`src/rtl/cpu_types_pkg.sv`:
```
// Shared CPU datapath types: RAM handshake state and arbiter grant state.
package cpu_types_pkg;

  typedef enum logic [1:0] {
    FREE   = 2'd0,
    BUSY   = 2'd1,
    ACCESS = 2'd2,
    ERROR  = 2'd3
  } ramstate_t;

  typedef enum logic [1:0] {
    IDLE   = 2'd0,
    IGRANT = 2'd1,
    DGRANT = 2'd2
  } arb_state_t;

endpackage

```
`src/rtl/mem_port_arbiter.sv`:
```
// Shares one RAM port between instruction fetch and data access. Data has
// priority, a starvation counter forces fetches through, a watchdog aborts hung accesses.
module mem_port_arbiter
  import cpu_types_pkg::*;
#(
  parameter int unsigned STARVE_LIMIT = 4,
  parameter int unsigned TIMEOUT      = 64
) (
  input  logic        CLK,
  input  logic        RST,
  input  logic        iREN,
  input  logic [31:0] iaddr,
  output logic        iwait,
  output logic [31:0] iload,
  input  logic        dREN,
  input  logic        dWEN,
  input  logic [31:0] daddr,
  input  logic [31:0] dstore,
  output logic        dwait,
  output logic [31:0] dload,
  output logic        ramREN,
  output logic        ramWEN,
  output logic [31:0] ramaddr,
  output logic [31:0] ramstore,
  input  logic [31:0] ramload,
  input  ramstate_t   ramstate,
  output logic        arb_err,
  output arb_state_t  grant
);

  localparam int unsigned STREAK_W = $clog2(STARVE_LIMIT + 1);
  localparam int unsigned TCOUNT_W = $clog2(TIMEOUT);

  arb_state_t          state_q, state_d;
  logic [STREAK_W-1:0] streak_q, streak_d;
  logic [TCOUNT_W-1:0] tcount_q, tcount_d;
  logic                arb_err_q, arb_err_d;

  logic       d_req, in_grant, complete, abort, starved;
  logic       d_elig, i_elig;
  arb_state_t pick;

  assign d_req    = dREN | dWEN;
  assign in_grant = (state_q != IDLE);
  assign complete = in_grant && (ramstate == ACCESS);
  assign abort    = in_grant && !complete &&
                    ((ramstate == ERROR) || (tcount_q == TCOUNT_W'(TIMEOUT - 1)));
  assign starved  = (streak_q == STREAK_W'(STARVE_LIMIT));

  // Arbitration pick; the requester completing this cycle steps aside.
  always_comb begin
    d_elig = d_req && !(complete && (state_q == DGRANT));
    i_elig = iREN  && !(complete && (state_q == IGRANT));
    pick   = IDLE;
    if (d_elig && i_elig) pick = starved ? IGRANT : DGRANT;
    else if (d_elig)      pick = DGRANT;
    else if (i_elig)      pick = IGRANT;
  end

  // Next state, starvation streak, watchdog and error pulse.
  always_comb begin
    state_d   = state_q;
    streak_d  = streak_q;
    tcount_d  = tcount_q;
    arb_err_d = 1'b0;
    if ((state_q == IDLE) || complete) begin
      state_d  = pick;
      tcount_d = '0;
      if (pick == IGRANT) begin
        streak_d = '0;
      end else if ((pick == DGRANT) && iREN && !starved) begin
        streak_d = streak_q + STREAK_W'(1);
      end
    end else if (abort) begin
      state_d   = IDLE;
      tcount_d  = '0;
      arb_err_d = 1'b1;
    end else begin
      tcount_d = tcount_q + TCOUNT_W'(1);
    end
  end

  always_ff @(posedge CLK) begin
    if (RST) begin
      state_q   <= IDLE;
      streak_q  <= '0;
      tcount_q  <= '0;
      arb_err_q <= 1'b0;
    end else begin
      state_q   <= state_d;
      streak_q  <= streak_d;
      tcount_q  <= tcount_d;
      arb_err_q <= arb_err_d;
    end
  end

  // RAM port mux follows the current owner; a read+write request is a write.
  always_comb begin
    ramREN   = 1'b0;
    ramWEN   = 1'b0;
    ramaddr  = '0;
    ramstore = '0;
    iload    = '0;
    dload    = '0;
    unique case (state_q)
      IGRANT: begin
        ramREN  = 1'b1;
        ramaddr = iaddr;
        iload   = ramload;
      end
      DGRANT: begin
        ramWEN   = dWEN;
        ramREN   = dREN && !dWEN;
        ramaddr  = daddr;
        ramstore = dstore;
        dload    = ramload;
      end
      default: ;
    endcase
  end

  assign iwait   = iREN  && !((state_q == IGRANT) && (ramstate == ACCESS));
  assign dwait   = d_req && !((state_q == DGRANT) && (ramstate == ACCESS));
  assign arb_err = arb_err_q;
  assign grant   = state_q;

endmodule

```
`config.mk`:
```
export PLATFORM = sky130hd
export DESIGN_NAME = mem_port_arbiter
export DESIGN_NICKNAME = d
export VERILOG_FILES = /design/src/rtl/cpu_types_pkg.sv /design/src/rtl/mem_port_arbiter.sv
export SDC_FILE = /design/constraint.sdc
export NUM_CORES = 1
export LEC_CHECK = 0
export ABC_AREA = 1
export BUFFER_PORTS_ARGS = -buffer_cell sky130_fd_sc_hd__buf_2
export CAP_MARGIN = 20
export CORE_AREA = 2 2 103 105
export CTS_CLUSTER_SIZE = 20
export DETAILED_ROUTE_END_ITERATION = 10
export DIE_AREA = 0 0 105 107
export HOLD_SLACK_MARGIN = 0.15
export PLACE_DENSITY = 0.67
export SETUP_SLACK_MARGIN = 0.02
export SYNTH_ARGS = -nofsm -noshare
export SYNTH_HDL_FRONTEND = slang
export SYNTH_SLANG_ARGS = --single-unit
```
`constraint.sdc`:
```
create_clock -name CLK -period 1.7 [get_ports CLK]
set_clock_uncertainty 0.15 [all_clocks]
set_input_delay 0.17 -clock CLK [delete_from_list [all_inputs] [get_ports CLK]]
set_output_delay 0.17 -clock CLK [all_outputs]
set_load 0.1 [all_outputs]
```
==> results_dict.tcl, run 1 <==
set metrics [dict create \
    final_cell_mix "buf_12, buf_2, clkinvlp_4" \
    port_buffers 269 \
    violations "negative setup slack" \
    grt_pass1_wl_um 21200 \
    clkSinkCount 12 \
    die_area_sq_um 11200 \
    firstDrtPassIters 5 \
    period_share_pct 115 \
    fp-row-count 37 \
    final_area_sq_um 7890 \
    die_w_um 105 \
    pwr_density_cell_nw_per_um2 727 \
    ios 270 \
    drc_errors 0 \
    cp_max_fo 8 \
    holdPathEnd "arb_err" \
    grt_pass1_vias 3913 \
    cts_tree "built" \
    grt_max_degree 25 \
    layout_commonest_cell "buf_12" \
    fin_hold_ws_ns 0.186 \
    postSynthAreaPerCell_sq_um 4.78 \
    slew_headroom_pct 66.7 \
    postRouteAntennaNets 0 \
    setup_viol 133 \
    hold_path.startpoint "ramstate[0]" \
    r2r-start "grant[0]" \
    fin_nets 848 \
    crit_required_ns 1.38 \
    power.leakage_nw 3.33 \
    ys_seq_elements 12 \
    dpl_cell_area_sq_um 6930 \
    finalWirelength_um 15000 \
    setup_tns_ns -25.68 \
    clk_latency_ns 0.25 \
    cts_buffers 3 \
    slew_viol_final 0 \
    syn_inst 402 \
    fillCellCount 592 \
    syn_nets 543 \
    ir_drop_mv 0.576 \
    initial_core_util_pct 19.1 \
    place.detailed.hpwl_um 10800 \
    tightest_slew_ns 0.503 \
    run_status "complete, but fails checks" \
    synth_area_sq_um 1920 \
    viasPerCell 4.44 \
    cts_htree_levels 1 \
    first_iter_violations 154 \
    holdPathStages 5 \
    rsz0062_at_grt "yes" \
    worst_ep_arrival_time_ns 1.64 \
    vias 3747 \
    timing.rr.end "streak_q[0]" \
    clock.fmax_mhz 511 \
    path_class "flip-flop to output port" \
    area_growth_pct 310 \
    design.core.area_sq_um 10100 \
    rr_worst_depth 10 \
    r2r_setup_slack_ns -0.02 \
    critical_path.endpoint_type "output port" \
    root_buffer "clkbuf_8" \
    period_minus_slack_ns 1.96 \
    routedWlPerCell_um 17.8 \
    cts_buffer_depth 2 \
    grt_overflow 0 \
    gp_congestion 0.884 \
    synth_cell_types 23 \
    final_util_pct 78.2 \
    ys_seq_area_share_pct 12.5 \
    start_kind "flip-flop" \
    grt_usage_pct 23.7 \
    antenna_found_initial 2 \
    hold_violations 0 \
    cap_viol_max_count 0 \
    setup_slack_ns -0.256 \
    synth_warnings 0 \
    hold_class "input pin to flip-flop" \
    layout-drive-gt1-share_pct 87.1 \
    die_h_um 107 \
    cts.clk_slew.worst_paths_ns 0.06 \
]
==> registers in the layout (all words and copies together), names as in the netlist <==
signal	flops
tcount_q	6
streak_q	3
grant	2
arb_err	1
==> layer usage <==
| layer | GRT usage (%) | up-vias | part of all wire [%] |
|---|---|---|---|
| met5 | 0 | - | 0 |
| met4 | 7.33 | 0 | 2.9 |
| met3 | 5.53 | 33 | 6.0 |
| met2 | 47.0 | 183 | 56 |
| met1 | 24.5 | 1776 | 35 |
| li1 | - | 1755 | - |
==> worst max path at each step <==
stage              from          to  slack (ns)  cells past startpoint
2_1_floorplan  grant[1]  ramaddr[0]       -0.33                      5
3_3_place_gp   grant[1]  ramaddr[9]       -0.04                      5
3_5_place_dp   grant[1]  ramaddr[9]       -0.09                      5
4_1_cts        grant[0]   dload[25]       -0.25                      8
5_1_grt        grant[0]   dload[22]       -0.29                      8
6_report       grant[0]   dload[29]       -0.26                      8
==> timing repair <==
action	4_1_cts	5_1_grt
buffers inserted	13	7
hold buffers	2	0
endpoints found under the setup margin	132	143
resized for setup	49	59
endpoints found under the hold margin	4	0
pin swaps	17	25
gates cloned	4	8
==> report_power, final <==
group | total, mW | switching [mW] | internal (mW)
clock network | 0.327 | 0.121 | 0.206
registers | 0.315 | 0.0184 | 0.297
logic | 5.09 | 3.24 | 1.85
==> synthesized netlist by cell type (all sizes together) <==
master / number / area share [%]
o21ai: 1 / 0.46
inv: 112 / 22
or2: 1 / 0.46
nor3: 1 / 0.52
nand3: 8 / 2.6
xnor2: 1 / 0.46
clkbuf: 10 / 2.0
xor2: 4 / 1.8
a21oi: 38 / 10
o21a: 1 / 0.39
dfxtp: 12 / 12
nor2: 12 / 2.6
ha: 6 / 3.9
buf: 11 / 3.2
o31ai: 1 / 0.39
nand2: 180 / 36
nand4: 3 / 0.98
==> cell type report <==
cell class | instances | area [sq um] | area share [%]
inverter | 112 | 813 | 10.3
antenna | 2 | 5.00 | 0.0634
clock buffer | 4 | 55.1 | 0.698
tap | 136 | 170 | 2.16
timing repair buffer | 319 | 4150 | 52.6
sequential | 12 | 248 | 3.14
multi-input combinational | 257 | 2400 | 30.4
timing repair inverter | 2 | 46.3 | 0.587
==> critical path: stages, from the launching register on <==
cell        delay [ns]
dfxtp_4           0.37
inv_4             0.05
ha_4              0.18
buf_12            0.15
buf_12            0.14
buf_12            0.14
nand2_4           0.06
clkinvlp_4        0.10
buf_12            0.17
==> cells by family (layout without fill, tap and decap cells) <==
group                      Yosys count  count (layout)  synth area share (%)
AOI/OAI and AO/OA                   41              41                  11.5
xor gates and xnor gates             5               5                  2.28
adders and majority gates            6               6                  3.90
buffers and inverters              133             437                  27.0
DFF                                 12              12                  12.5
other                                0               2                     0
and+or+nand+nor                    205             205                  42.8
==> metrics by stage <==
step                total power [mW]  cells  setup WS (ns)
floorplan                       3.31    402         -0.329
global placement                4.71    805        -0.0420
detailed placement              4.78    805        -0.0867
CTS                             5.42    828         -0.248
global route                    5.89    844         -0.293
finish                          5.74    844         -0.256
(Power assumes the default switching activity.)
==> run 2, diff against run 1 <==
--- a/config.mk
+++ b/config.mk
@@ -7,4 +7,5 @@
 export LEC_CHECK = 0
 export ABC_AREA = 1
+export ABC_CLOCK_PERIOD_IN_PS = 1700
 export BUFFER_PORTS_ARGS = -buffer_cell sky130_fd_sc_hd__buf_2
 export CAP_MARGIN = 20
==> constraint.sdc (replaced) <==
create_clock -name CLK -period 1.7 [get_ports CLK]
set_clock_uncertainty 0.15 [all_clocks]
set_input_delay 0.085 -clock CLK [delete_from_list [all_inputs] [get_ports CLK]]
set_output_delay 0.085 -clock CLK [all_outputs]
set_load 0.1 [all_outputs]
==> run 2 against run 1 <==
Effect of this change:
- the flow still finishes with violations (negative setup slack)
- worst setup slack improved by 0.11 ns
- die area is the same
- clock power decreased by 4%
- critical path type unchanged
- largest cell class unchanged
- largest power group unchanged
==> results_dict.tcl, run 2 (synthesized netlist as in run 1, its figures left out) <==
set metrics [dict create \
    placed_cells 801 \
    grt_max_degree 33 \
    crit_required_ns 1.46 \
    place.detailed.hpwl_um 10000 \
    ios 270 \
    cts_tree "built" \
    rsz0062_at_grt "yes" \
    vias 3687 \
    antenna_found_initial 1 \
    postRouteAntennaNets 0 \
    slew_viol_final 0 \
    tightest_slew_ns 0.506 \
    grt_overflow 0 \
    cts_buffer_depth 2 \
    hold_violations 0 \
    seqPwrFrac_pct 5.6 \
    largest_reg_flops 6 \
    firstDrtPassIters 4 \
    p_clk_share_pct 5.6 \
    first_iter_violations 129 \
    cts_buffers 3 \
    internal_power_mw 2.30 \
    final_cell_mix "buf_12, buf_2, clkinvlp_4" \
    setup_viol 117 \
    dpl_cell_area_sq_um 6890 \
    pre_cts_ws_ns 0.0201 \
    fin_nets 849 \
    setup_slack_ns -0.146 \
    top_register "tcount_q" \
    hold_class "flip-flop to flip-flop" \
    fin_hold_ws_ns 0.332 \
    gp_congestion 0.839 \
    violations "negative setup slack" \
    cts.clk_slew.worst_paths_ns 0.06 \
    pwr_density_cell_nw_per_um2 721 \
    drc_errors 0 \
    routedWlPerCell_um 16.6 \
    cap_viol_max_count 0 \
    antenna_cells 0 \
    p_sw_share_pct 59.1 \
    viasPerCell 4.37 \
    combPwrFrac_pct 88.8 \
    die_h_um 107 \
    fp-row-count 37 \
    p_total_mw 5.62 \
    grt_pass1_wl_um 20200 \
    clk_latency_ns 0.24 \
    p_switching_mw 3.32 \
    fillCellCount 587 \
    max_stage_delay_ns 0.39 \
    clock.fmax_mhz 542 \
    layout_commonest_cell "buf_12" \
    r2r_setup_slack_ns -0.11 \
    grt_pass1_vias 3973 \
    initial_core_util_pct 19.1 \
    period_share_pct 109 \
    period_minus_slack_ns 1.85 \
    critical_path.endpoint_type "output port" \
    design.core.area_sq_um 10100 \
    crit_slowest_cell "dfxtp_4" \
    path_class "flip-flop to output port" \
    cp_max_fo 16 \
    die_w_um 105 \
    port_buffers 269 \
    area_growth_pct 305 \
    slew_headroom_pct 66.5 \
    worst_ep_arrival_time_ns 1.61 \
    finalWirelength_um 14000 \
    crit_chain "inv_6, ha_4, clkinv_16, a21oi_4, buf_12" \
    die_area_sq_um 11200 \
    layout-drive-gt1-share_pct 86.8 \
    fin_cells 843 \
    start_kind "flip-flop" \
    power.leakage_nw 3.32 \
    grt_usage_pct 22.5 \
    ir_drop_mv 0.790 \
    final_area_sq_um 7790 \
    root_buffer "clkbuf_8" \
    clkSinkCount 12 \
    run_status "complete, but fails checks" \
    cts_htree_levels 1 \
]
## run 2: power by group through the flow
stage	combinational (mW)	clock (mW)	sequential, mW
CTS	4.75	0.320	0.313
global route	5.14	0.327	0.318
detailed placement	4.43	0	0.320
finish	4.99	0.313	0.316
global placement	4.37	0	0.318
floorplan	2.95	0	0.362
## run 2: worst paths after layout
| check | startpoint | end | cells after the start |
|---|---|---|---|
| hold reg to reg | tcount_q[0] | tcount_q[0] | 1 |
| hold / removal | tcount_q[0] | tcount_q[0] | 1 |
| setup / recovery | grant[1] | ramaddr[3] | 5 |
| setup reg to reg | grant[0] | streak_q[2] | 10 |
## run 2: final cells by class
| cell class | count | area [sq um] | area share [%] |
|---|---|---|---|
| Clock buffer | 4 | 55.1 | 0.707 |
| Inverter | 112 | 826 | 10.6 |
| Tap cell | 136 | 170 | 2.18 |
| Timing Repair Buffer | 321 | 4100 | 52.7 |
| Timing Repair inverter | 1 | 11.3 | 0.145 |
| Multi-Input combinational cell | 257 | 2380 | 30.5 |
| Sequential cell | 12 | 248 | 3.18 |
## run 2: routing by layer
| layer | vias up | GRT usage, % | wire, um |
|---|---|---|---|
| met5 | - | 0 | 13 |
| met4 | 2 | 4.10 | 250 |
| met3 | 24 | 5.17 | 975 |
| met2 | 177 | 47.0 | 7990 |
| met1 | 1728 | 22.5 | 4800 |
| li1 | 1756 | - | - |
## run 2: worst max-delay path: cells and delay by family (launching register included)
family,cells,cell delay [ns]
AOI/OAI and AO/OA,1,0.18
buffers and inverters,3,0.40
DFF,1,0.39
adders and majority gates,1,0.38
## run 2: through the flow
stage / utilization (%) / setup TNS (ns)
after floorplan: - / -21.23
after global placement: 68.3 / 0
after CTS: 73.3 / -6.67
after detailed placement: 68.3 / 0
after global routing: 77.2 / -15.67
final: 77.2 / -10.29
## run 2: what timing repair did
| item | in CTS | in global routing |
|---|---|---|
| resized for setup | 41 | 55 |
| gates cloned | 5 | 5 |
| endpoints found under the setup margin | 117 | 135 |
| pin swaps | 3 | 17 |
| hold buffers | 4 | 0 |
| endpoints found under the hold margin | 6 | 0 |
| setup buffers | 16 | 8 |
==> run 3, diff against run 2 <==
- PLACE_DENSITY: 0.67 -> not set
- PLACE_DENSITY_LB_ADDON: not set -> 0.3
==> run 3 against run 2 <==
Effect of this change:
- the flow still finishes with violations (negative setup slack)
- worst hold slack worse by 0.055 ns
- clock power is 3% higher
- global-route usage is 0.65 points lower
- worst setup slack better by 0.013 ns
- register-to-register slack better by 0.05 ns
- critical path depth is 2 higher
- final cell count is 1.3% lower
- critical endpoint is now dload[10]
- highest routed layer is now met4
==> results_dict.tcl, run 3 (synthesized netlist as in run 1, its figures left out) <==
set metrics [dict create \
    critPathTopFamily "buffers and inverters" \
    run_status "complete, but fails checks" \
    antenna_found_initial 0 \
    top_register "tcount_q" \
    viasPerCell 4.31 \
    violations "negative setup slack" \
    r2r_setup_slack_ns -0.06 \
    gp_congestion 0.824 \
    rr_worst_depth 10 \
    timing.rr.end "streak_q[2]" \
    first_iter_violations 111 \
    drc_errors 0 \
    place.detailed.hpwl_um 10200 \
    seq_area_sq_um 248 \
    cap_viol_max_count 0 \
    port_buffers 269 \
    cp_max_fo 14 \
    area_growth_pct 288 \
    layout_commonest_cell "buf_12" \
    crit_path_end "dload[10]" \
    cp_num_cells 7 \
    finalWirelength_um 13100 \
    final_util_pct 73.9 \
    cts.clk_slew.worst_paths_ns 0.06 \
    design.core.area_sq_um 10100 \
    r2r-start "grant[0]" \
    pwr_density_cell_nw_per_um2 715 \
    firstDrtPassIters 4 \
    slew_headroom_pct 67.0 \
    grt_overflow 0 \
    setup_slack_ns -0.133 \
    start_kind "flip-flop" \
    crit_slowest_cell "dfxtp_4" \
    grt_usage_pct 21.9 \
    fin_hold_ws_ns 0.276 \
    clk_latency_ns 0.25 \
    fillCellCount 676 \
    root_buffer "clkbuf_8" \
    die_area_sq_um 11200 \
    critPathBufInv 5 \
    slew_viol_final 0 \
    crit_start "grant[0]" \
    multi_input_area_sq_um 2230 \
    crit_chain "inv_4, ha_4, buf_12, buf_16, nand2_4, clkinvlp_4, buf_12" \
    die_h_um 107 \
    antenna_cells 0 \
    cts_tree "built" \
    cts_buffers 3 \
    worst_ep_arrival_time_ns 1.60 \
    critical_path.endpoint_type "output port" \
    initial_core_util_pct 19.1 \
    cts_htree_levels 1 \
    setup_viol 128 \
    vias 3587 \
    max_stage_delay_ns 0.37 \
    final_cell_mix "buf_12, buf_2, clkinvlp_4" \
    hold_violations 0 \
    die_w_um 105 \
    period_minus_slack_ns 1.83 \
    layout-drive-gt1-share_pct 82.5 \
    clock.fmax_mhz 545 \
    clkSinkCount 12 \
    rsz0062_at_grt "yes" \
    postRouteAntennaNets 0 \
    period_share_pct 108 \
    hold_class "input pin to flip-flop" \
    fin_nets 838 \
    largest_reg_flops 6 \
    cts_buffer_depth 2 \
    fp-row-count 37 \
    ir_drop_mv 0.831 \
    ios 270 \
    power.leakage_nw 3.09 \
    grt_pass1_wl_um 19900 \
    path_class "flip-flop to output port" \
    holdPathStages 5 \
    crit_top_cell "buf_12" \
    crit_required_ns 1.46 \
    tightest_slew_ns 0.499 \
    grt_max_degree 33 \
    routedWlPerCell_um 15.8 \
    grt_pass1_vias 3951 \
]
## run 3: cell types whose count changed in the layout (fill, tap and decap cells not counted), moves of 2 or more
cell     before  now
nand2_1      45   73
nand2_4      92   73
nand2_2      43   33
buf_12      143  139
a21oi_1       0    2
a21oi_2       6    4
buf_4        14   12
buf_8         3    1
## run 3: cell type report
class | count | share of cell area [%]
Timing Repair Buffer | 311 | 52.9
Multi-Input combinational cell | 257 | 29.9
Inverter | 112 | 10.9
Sequential cell | 12 | 3.32
Tap cell | 136 | 2.28
Clock buffer | 4 | 0.739
## run 3: worst register-to-register path: cells and delay by family, from the launching register on
kind,cells,cell delay (ns)
buffers and inverters,3,0.40
AO/OA/AOI/OAI,1,0.11
AND/OR/NAND/NOR,5,0.47
flip-flops,1,0.37
adder cells (fa/ha/maj),1,0.21
## run 3: how the worst min path moves through the flow
stage	from	endpoint	slack (ns)
floorplan	RST	grant[0]	-0.006
global route	dREN	grant[0]	0.31
finish	dREN	grant[0]	0.28
global placement	RST	streak_q[2]	0.17
CTS	dREN	grant[0]	0.23
detailed placement	RST	streak_q[2]	0.19
## run 3: metal layers
layer	GRT usage, %	vias to the layer above	share of wire [%]
met5	0	-	0
met4	6.10	0	2.0
met3	4.01	20	5.9
met2	43.9	164	57
met1	23.0	1677	35
li1	-	1726	-
## run 3: repair_timing
item                       in CTS  in global routing
gates resized for setup        24                 20
pin swaps                       4                  7
setup buffers                  13                  3
hold endpoints to repair        6                  0
cloned                          5                  3
hold buffers                    4                  0
setup endpoints to repair     129                134
## run 3: power by group
group	internal [mW]	switching, mW
sequential	0.297	0.0185
clock	0.205	0.116
combinational	1.63	3.06
total	2.13	3.20
## run 3: metrics by stage
step	std cells	instance area [sq um]	setup slack (ns)	setup TNS, ns	power, mW
5_1_grt	832	7450	-0.180	-16.54	5.49
2_1_floorplan	402	3480	-0.244	-21.23	3.31
3_3_place_gp	801	6880	0.0490	0	4.69
6_report	832	7450	-0.133	-10.30	5.33
3_5_place_dp	801	6880	0.0250	0	4.74
4_1_cts	827	7310	-0.139	-10.48	5.27
